--- config.mk ---
export PLATFORM = sky130hd
export DESIGN_NAME = fetch_stage
export DESIGN_NICKNAME = d
export VERILOG_FILES = /design/src/rtl/fetch_pkg.sv /design/src/rtl/fetch_stage.sv
export SDC_FILE = /design/constraint.sdc
export NUM_CORES = 1
export LEC_CHECK = 0
export ABC_AREA = 0
export CAP_MARGIN = 40
export CORE_AREA = 2 2 134 136
export CTS_CLUSTER_SIZE = 28
export DETAILED_ROUTE_END_ITERATION = 8
export DIE_AREA = 0 0 136 138
export MAX_ROUTING_LAYER = met4
export PLACE_DENSITY = 0.78
export SLEW_MARGIN = 0
export SYNTH_ARGS = -nofsm -noshare
export SYNTH_HDL_FRONTEND = slang
export SYNTH_SLANG_ARGS = --single-unit
--- constraint.sdc ---
create_clock -name clk -period 2.2 [get_ports clk]
set_clock_uncertainty 0.05 [all_clocks]
set_input_delay 0.22 -clock clk [delete_from_list [all_inputs] [get_ports clk]]
set_output_delay 0.22 -clock clk [all_outputs]
set_load 0.05 [all_outputs]
--- src/rtl/fetch_pkg.sv ---
// Shared types and constants for the instruction-fetch stage.
package fetch_pkg;

   typedef enum logic [1:0] {
      BOOT  = 2'd0,
      RUN   = 2'd1,
      FAULT = 2'd2
   } fetch_state_e;

   localparam int unsigned INSN_BYTES       = 4;
   localparam logic [1:0]  ALIGN_MASK       = 2'b11;
   localparam logic [31:0] DEFAULT_RESET_PC = 32'h0000_0010;

endpackage : fetch_pkg

--- src/rtl/fetch_stage.sv ---
// Instruction-fetch stage: owns the PC, issues one word read per cycle into a
// single valid/ready output slot, and handles redirects and misaligned faults.
module fetch_stage
   import fetch_pkg::*;
#(
   parameter int               ADDR_W   = 32,
   parameter int               DATA_W   = 32,
   parameter logic [ADDR_W-1:0] RESET_PC = ADDR_W'(DEFAULT_RESET_PC)
) (
   input  logic              clk,
   input  logic              rst_n,
   output logic [ADDR_W-1:0] mem_addr,
   output logic              mem_rd,
   output logic              mem_wr,
   output logic [DATA_W-1:0] mem_wdata,
   input  logic [DATA_W-1:0] mem_rdata,
   input  logic              halt,
   input  logic              br_taken,
   input  logic [ADDR_W-1:0] br_target,
   output logic              out_valid,
   input  logic              out_ready,
   output logic [DATA_W-1:0] out_ins,
   output logic [ADDR_W-1:0] out_pc,
   output logic              fault,
   output logic [ADDR_W-1:0] fault_addr,
   output logic [31:0]       fetch_cnt
);

   fetch_state_e      state_q, state_d;
   logic [ADDR_W-1:0] pc_q, pc_d;
   logic              out_valid_q, out_valid_d;
   logic [DATA_W-1:0] out_ins_q, out_ins_d;
   logic [ADDR_W-1:0] out_pc_q, out_pc_d;
   logic              fault_q, fault_d;
   logic [ADDR_W-1:0] fault_addr_q, fault_addr_d;
   logic [31:0]       fetch_cnt_q, fetch_cnt_d;

   logic space;
   logic load;

   // Issue decision: fetch only in RUN, with room in the slot, and no redirect pending.
   always_comb begin
      space = !out_valid_q || out_ready;
      load  = (state_q == RUN) && space && !halt && !br_taken;
   end

   // Next-state, next-PC and slot update; a redirect takes priority over a load.
   always_comb begin
      state_d      = state_q;
      pc_d         = pc_q;
      out_valid_d  = out_valid_q;
      out_ins_d    = out_ins_q;
      out_pc_d     = out_pc_q;
      fault_d      = fault_q;
      fault_addr_d = fault_addr_q;
      fetch_cnt_d  = fetch_cnt_q;
      case (state_q)
         BOOT: begin
            // Redirects during the boot cycle are deliberately ignored.
            state_d = RUN;
         end
         RUN, FAULT: begin
            if (br_taken) begin
               out_valid_d = 1'b0;
               if ((br_target[1:0] & ALIGN_MASK) == 2'b00) begin
                  pc_d    = br_target;
                  state_d = RUN;
                  fault_d = 1'b0;
               end else begin
                  state_d      = FAULT;
                  fault_d      = 1'b1;
                  fault_addr_d = br_target;
               end
            end else if (load) begin
               out_ins_d   = mem_rdata;
               out_pc_d    = pc_q;
               out_valid_d = 1'b1;
               pc_d        = pc_q + ADDR_W'(INSN_BYTES);
               fetch_cnt_d = fetch_cnt_q + 32'd1;
            end else if (out_valid_q && out_ready) begin
               out_valid_d = 1'b0;
            end
         end
         default: begin
            state_d = BOOT;
         end
      endcase
   end

   // State and datapath registers; reset clears the slot so nothing is replayed.
   always_ff @(posedge clk or negedge rst_n) begin
      if (!rst_n) begin
         state_q      <= BOOT;
         pc_q         <= RESET_PC;
         out_valid_q  <= 1'b0;
         out_ins_q    <= '0;
         out_pc_q     <= '0;
         fault_q      <= 1'b0;
         fault_addr_q <= '0;
         fetch_cnt_q  <= '0;
      end else begin
         state_q      <= state_d;
         pc_q         <= pc_d;
         out_valid_q  <= out_valid_d;
         out_ins_q    <= out_ins_d;
         out_pc_q     <= out_pc_d;
         fault_q      <= fault_d;
         fault_addr_q <= fault_addr_d;
         fetch_cnt_q  <= fetch_cnt_d;
      end
   end

   // Memory interface is read-only from this stage.
   always_comb begin
      mem_addr   = pc_q;
      mem_rd     = load;
      mem_wr     = 1'b0;
      mem_wdata  = '0;
      out_valid  = out_valid_q;
      out_ins    = out_ins_q;
      out_pc     = out_pc_q;
      fault      = fault_q;
      fault_addr = fault_addr_q;
      fetch_cnt  = fetch_cnt_q;
   end

endmodule : fetch_stage

# Word level (Yosys, flattened, before mapping)
# Cells that the tools add are included.
word_totals:
  register_bits: 164
classes:
  n_addsub: 2
  eq_ne: 4
  mux: 10
  bitwise_logic: 2
  n_reduce_logical: 18
ops:
  columns: ["cell", "count"]
  rows:
  - ["2-to-1 mux 32 bit", 3]
  - ["adder 32 x 1 -> 32 bit, second input constant", 1]
  - ["adder 32 x 3 -> 32 bit, second input constant", 1]
  - ["AND reduction 3 bit", 3]
  - ["logical AND 1 bit", 4]
  - ["zero test 2 bit", 2]
  - ["2-to-1 mux 1 bit", 4]
  - ["2-to-1 mux 2 bit", 2]
  - ["case mux 2 bit (2 select lines)", 1]
  - ["AND reduction 2 bit", 2]
  - ["zero test 1 bit", 3]
  - ["nonzero test 3 bit", 1]
  - ["equality test 2 x 1 -> 1 bit, second input constant", 1]
  - ["equality test 2 bit, second input constant", 1]
  - ["inequality test 2 x 1 -> 1 bit, second input constant", 1]
  - ["inequality test 2 bit, second input constant", 1]
  - ["NOT 1 bit", 2]
  - ["nonzero test 2 bit", 1]
  - ["OR reduction 2 bit", 1]
  - ["logical OR 1 bit", 1]

# Longest topological paths before layout
logic_depth:
  ltp_word: 7
  depth_mapped: 10
  mapped_depth_nobuf: 7

# Worst setup path before layout
# OpenSTA, ideal clock, no wires.
synth_timing:
  kind: "reg2reg"
  from: "register pc_q[2], in the netlist mem_addr[2]"
  to: "register pc_q[20], in the netlist mem_addr[20]"
  arrival_ns: 2.023
  t_required_ns: 2.014
  slack_ns: -0.009
  path_stages_with_launch: 8
  path_buffers: 1
  synth_period_minus_slack_ns: 2.209
  path_cell_list: "dfrtp_1 -> ha_1 -> nand3_1 -> nor3_1 -> buf_4 -> nand3_1 -> mux2i_1 -> a21oi_1"
synth_between:
  elab_chain_cells: 3
synth_rtl:
  columns: ["element", "line", "source"]
  rows:
  - ["start, declared", "fetch_stage.sv:30", "logic [ADDR_W-1:0] pc_q, pc_d;"]
  - ["start signal, assigned", "fetch_stage.sv:103", "pc_q <= pc_d;"]
  - ["adder 32 x 3 -> 32 bit", "fetch_stage.sv:78", "pc_d = pc_q + ADDR_W'(INSN_BYTES);"]
  - ["2-to-1 mux 32 bit", "fetch_stage.sv:74", "end else if (load) begin"]
  - ["2-to-1 mux 32 bit", "fetch_stage.sv:63", "if (br_taken) begin"]
# Every way passes these cells. The select of a mux whose other input is x is not followed.
# A chain may end at the register's enable or synchronous reset.

# Final worst setup path
layout_timing:
  from: "register pc_q[27], in the netlist mem_addr[27]"
  to: "output mem_addr[27]"
layout_rtl:
  columns: ["element", "line", "source"]
  rows:
  - ["end, declared", "fetch_stage.sv:12", "output logic [ADDR_W-1:0] mem_addr,"]
# No word-level cell between the ends.

==> metrics.txt <==
initial antenna violation count 0; first-pass GRT wire length 33000 microns; Post-synth EDFFs 0; Initial Util 43.4%; Yosys cell types 61; ys flop type dfrtp_1; largest net degree at the start of global routing 53; WHS Path Cells 2; die width 136 microns; final hold violations 0; crit path max-delay cell type clkdlybuf4s50_1; crit start category flip-flop; Static Leakage 0.00497 uW; nets@finish 1085; Clock H-tree levels 4; Critical Path RT 1930 ps; Pwr Density 1620 nW/um^2; FF-to-FF path depth 8; Routed Antenna Nets 0; Reg clk slew, reported paths 60 ps; reg2reg end mem_addr[27]$_DFFE_PN0P_; sequential share of the synthesized area 54.0%; most common cell after layout, fill and taps aside clkdlybuf4s50_1; Peak VDD IR 0.912 mV; vias in the first global route 6182; Final Cell Area 10800 sq um; PortBufs 231; internal reg-to-reg setup slack 160 ps; final worst slack 124 ps; Place WS 64.0 ps; post-place instance area 10200 sq um; WP buf/inv 1; Final Setup Violations 0; Gate Count Post-Synth 769; # placed instances 1220; Root Driver clkbuf_16; Hold Crit Endpoint out_valid$_DFFE_PN0P_; Yosys reg bits 164; most frequent cells in the layout clkdlybuf4s50_1 (227), nand2_1 (223), dfrtp_1 (162); Via Count 6452; grt ovf 0; worst hold start br_taken; CP Capture Type primary output; RSZ-0062 raised after global routing false; io pins 265; CP Max Fanout 8; worst setup path startpoint mem_addr[27]$_DFFE_PN0P_; Crit Path Class reg2out; area grow syn2layout 42.5%; final period utilization 94.4%; fin crit period 2080 ps; Rows 49; Routed met3 length 1340 microns; Core Region 17500 sq um; Worst Hold Class in2reg; Critical Path AT 1810 ps; M1 WL 8790 microns; n_diodes 0; critical path's largest stage delay 860 ps; Avg Vias per Cell 5.15; initial drt markers 419; delay-heaviest family, CP buffers and inverters; CTS tree built; # DRC 0; Fmax 482 MHz; ys async rst share 100%; setup tns final 0 ps; placer's final routability congestion estimate 0.857; WL final 20700 microns; final non-filler cell total 1253; Die ar. 18800 sq um; WL met2 10000 microns; clock latency at the later pin of the worst-skew pair 430 ps; dpl hpwl 14900 microns; post-DR wirelength/cell 16.5 microns; Post-CTS Setup Inserts 0; layout cells sized above 1 11.8%; Max-Cap Viols 0; r2r startpoint state_q[0]$_DFFE_PN0P_; crit path cell chain clkdlybuf4s50_1; Avg Inst Size Synth 9.89 sq um; DIE HEIGHT 138 microns; Global Route Usage Sum 23.2%; number of buffers created by CTS 17; Slew @ Worst Pin 589 ps; Design Power 17500 uW; Ys Warns 0; slew margin rel. 60.6%; sinks on the clock net 164; Max Used Layer met4; status completed; netlist area before placement 7610 sq um; Slew Viols, Final 0; DR pass1 iterations 5; deepest clock path buffer count 2
==> worst max path at each step <==
stage	end	slack, ps	depth (start not counted)
2_1_floorplan	mem_addr[20]$_DFFE_PN0P_	2	7
6_report	mem_addr[27]	120	1
4_1_cts	mem_addr[4]	10	2
3_5_place_dp	fetch_cnt[21]$_DFFE_PN0P_	60	7
3_3_place_gp	fetch_cnt[21]$_DFFE_PN0P_	100	7
5_1_grt	mem_addr[30]$_DFFE_PN0P_	20	7
==> flip-flops by register name, indices dropped and copies added (netlist names) <==
name,cells
fetch_cnt,32
out_pc,32
out_valid,1
fault,1
out_ins,32
state_q,2
mem_addr,32
fault_addr,32
==> synthesized netlist by cell type (7+ instances only) <==
master	number	area, sq um
mux2_2	28	315
and2_1	7	43.8
nor2_1	24	90.1
o21ai_0	24	120
nand4_1	17	106
clkbuf_1	14	52.6
xnor2_1	23	201
dfrtp_1	163	4080
inv_1	9	33.8
nand2_1	223	837
a21oi_1	32	160
xor2_1	8	70.1
nand3_1	29	145
o22ai_1	7	43.8
buf_2	14	70.1
and3_1	14	87.6
buf_4	35	263
nor3_1	8	40.0
==> per-layer routing <==
metal	global-route usage, %	up-vias
met2	36.0	233
met5	-	-
met1	29.3	3132
met3	5.35	41
li1	-	3046
met4	9.54	0
==> what timing repair did <==
item,CTS,global route
endpoints found under the hold margin,91,0
resized for setup,0,3
setup endpoints to repair,0,15
hold buffers,1,0
==> power breakdown <==
group	internal, uW	switching (uW)
Sequential	4190	872
Combinational	3110	6190
Clock	1960	1220
Total	9260	8280
==> area by class of cell <==
cell class | count | area, sq um
fillers | 1472 | 6690
flip-flops and latches | 164 | 4110
multi-input cells | 556 | 3160
repair buffers | 263 | 2630
clock buffers | 20 | 457
well taps | 229 | 287
clock inverters | 12 | 176
inverters | 9 | 33.8
==> metrics by stage <==
stage                     utilization, %  hold WS [ps]
final                               61.8          57.1
after global routing                61.8          78.8
after CTS                           61.8          46.6
after detailed placement            58.1          80.3
after global placement              58.1          81.0
after floorplan                        -          -126
==> kinds of logic after synthesis <==
family	Yosys count	synth area share, %
adder cells (fa/ha/maj)	5	0.822
XOR/XNOR	31	3.57
AO/OA/AOI/OAI	98	8.60
other	1	0.0493
multiplexers	33	4.80
flip-flops	164	54.0
buffers and inverters	81	6.46
AND/OR/NAND/NOR	356	21.7
No activity file was read; power rests on OpenSTA's default activity.
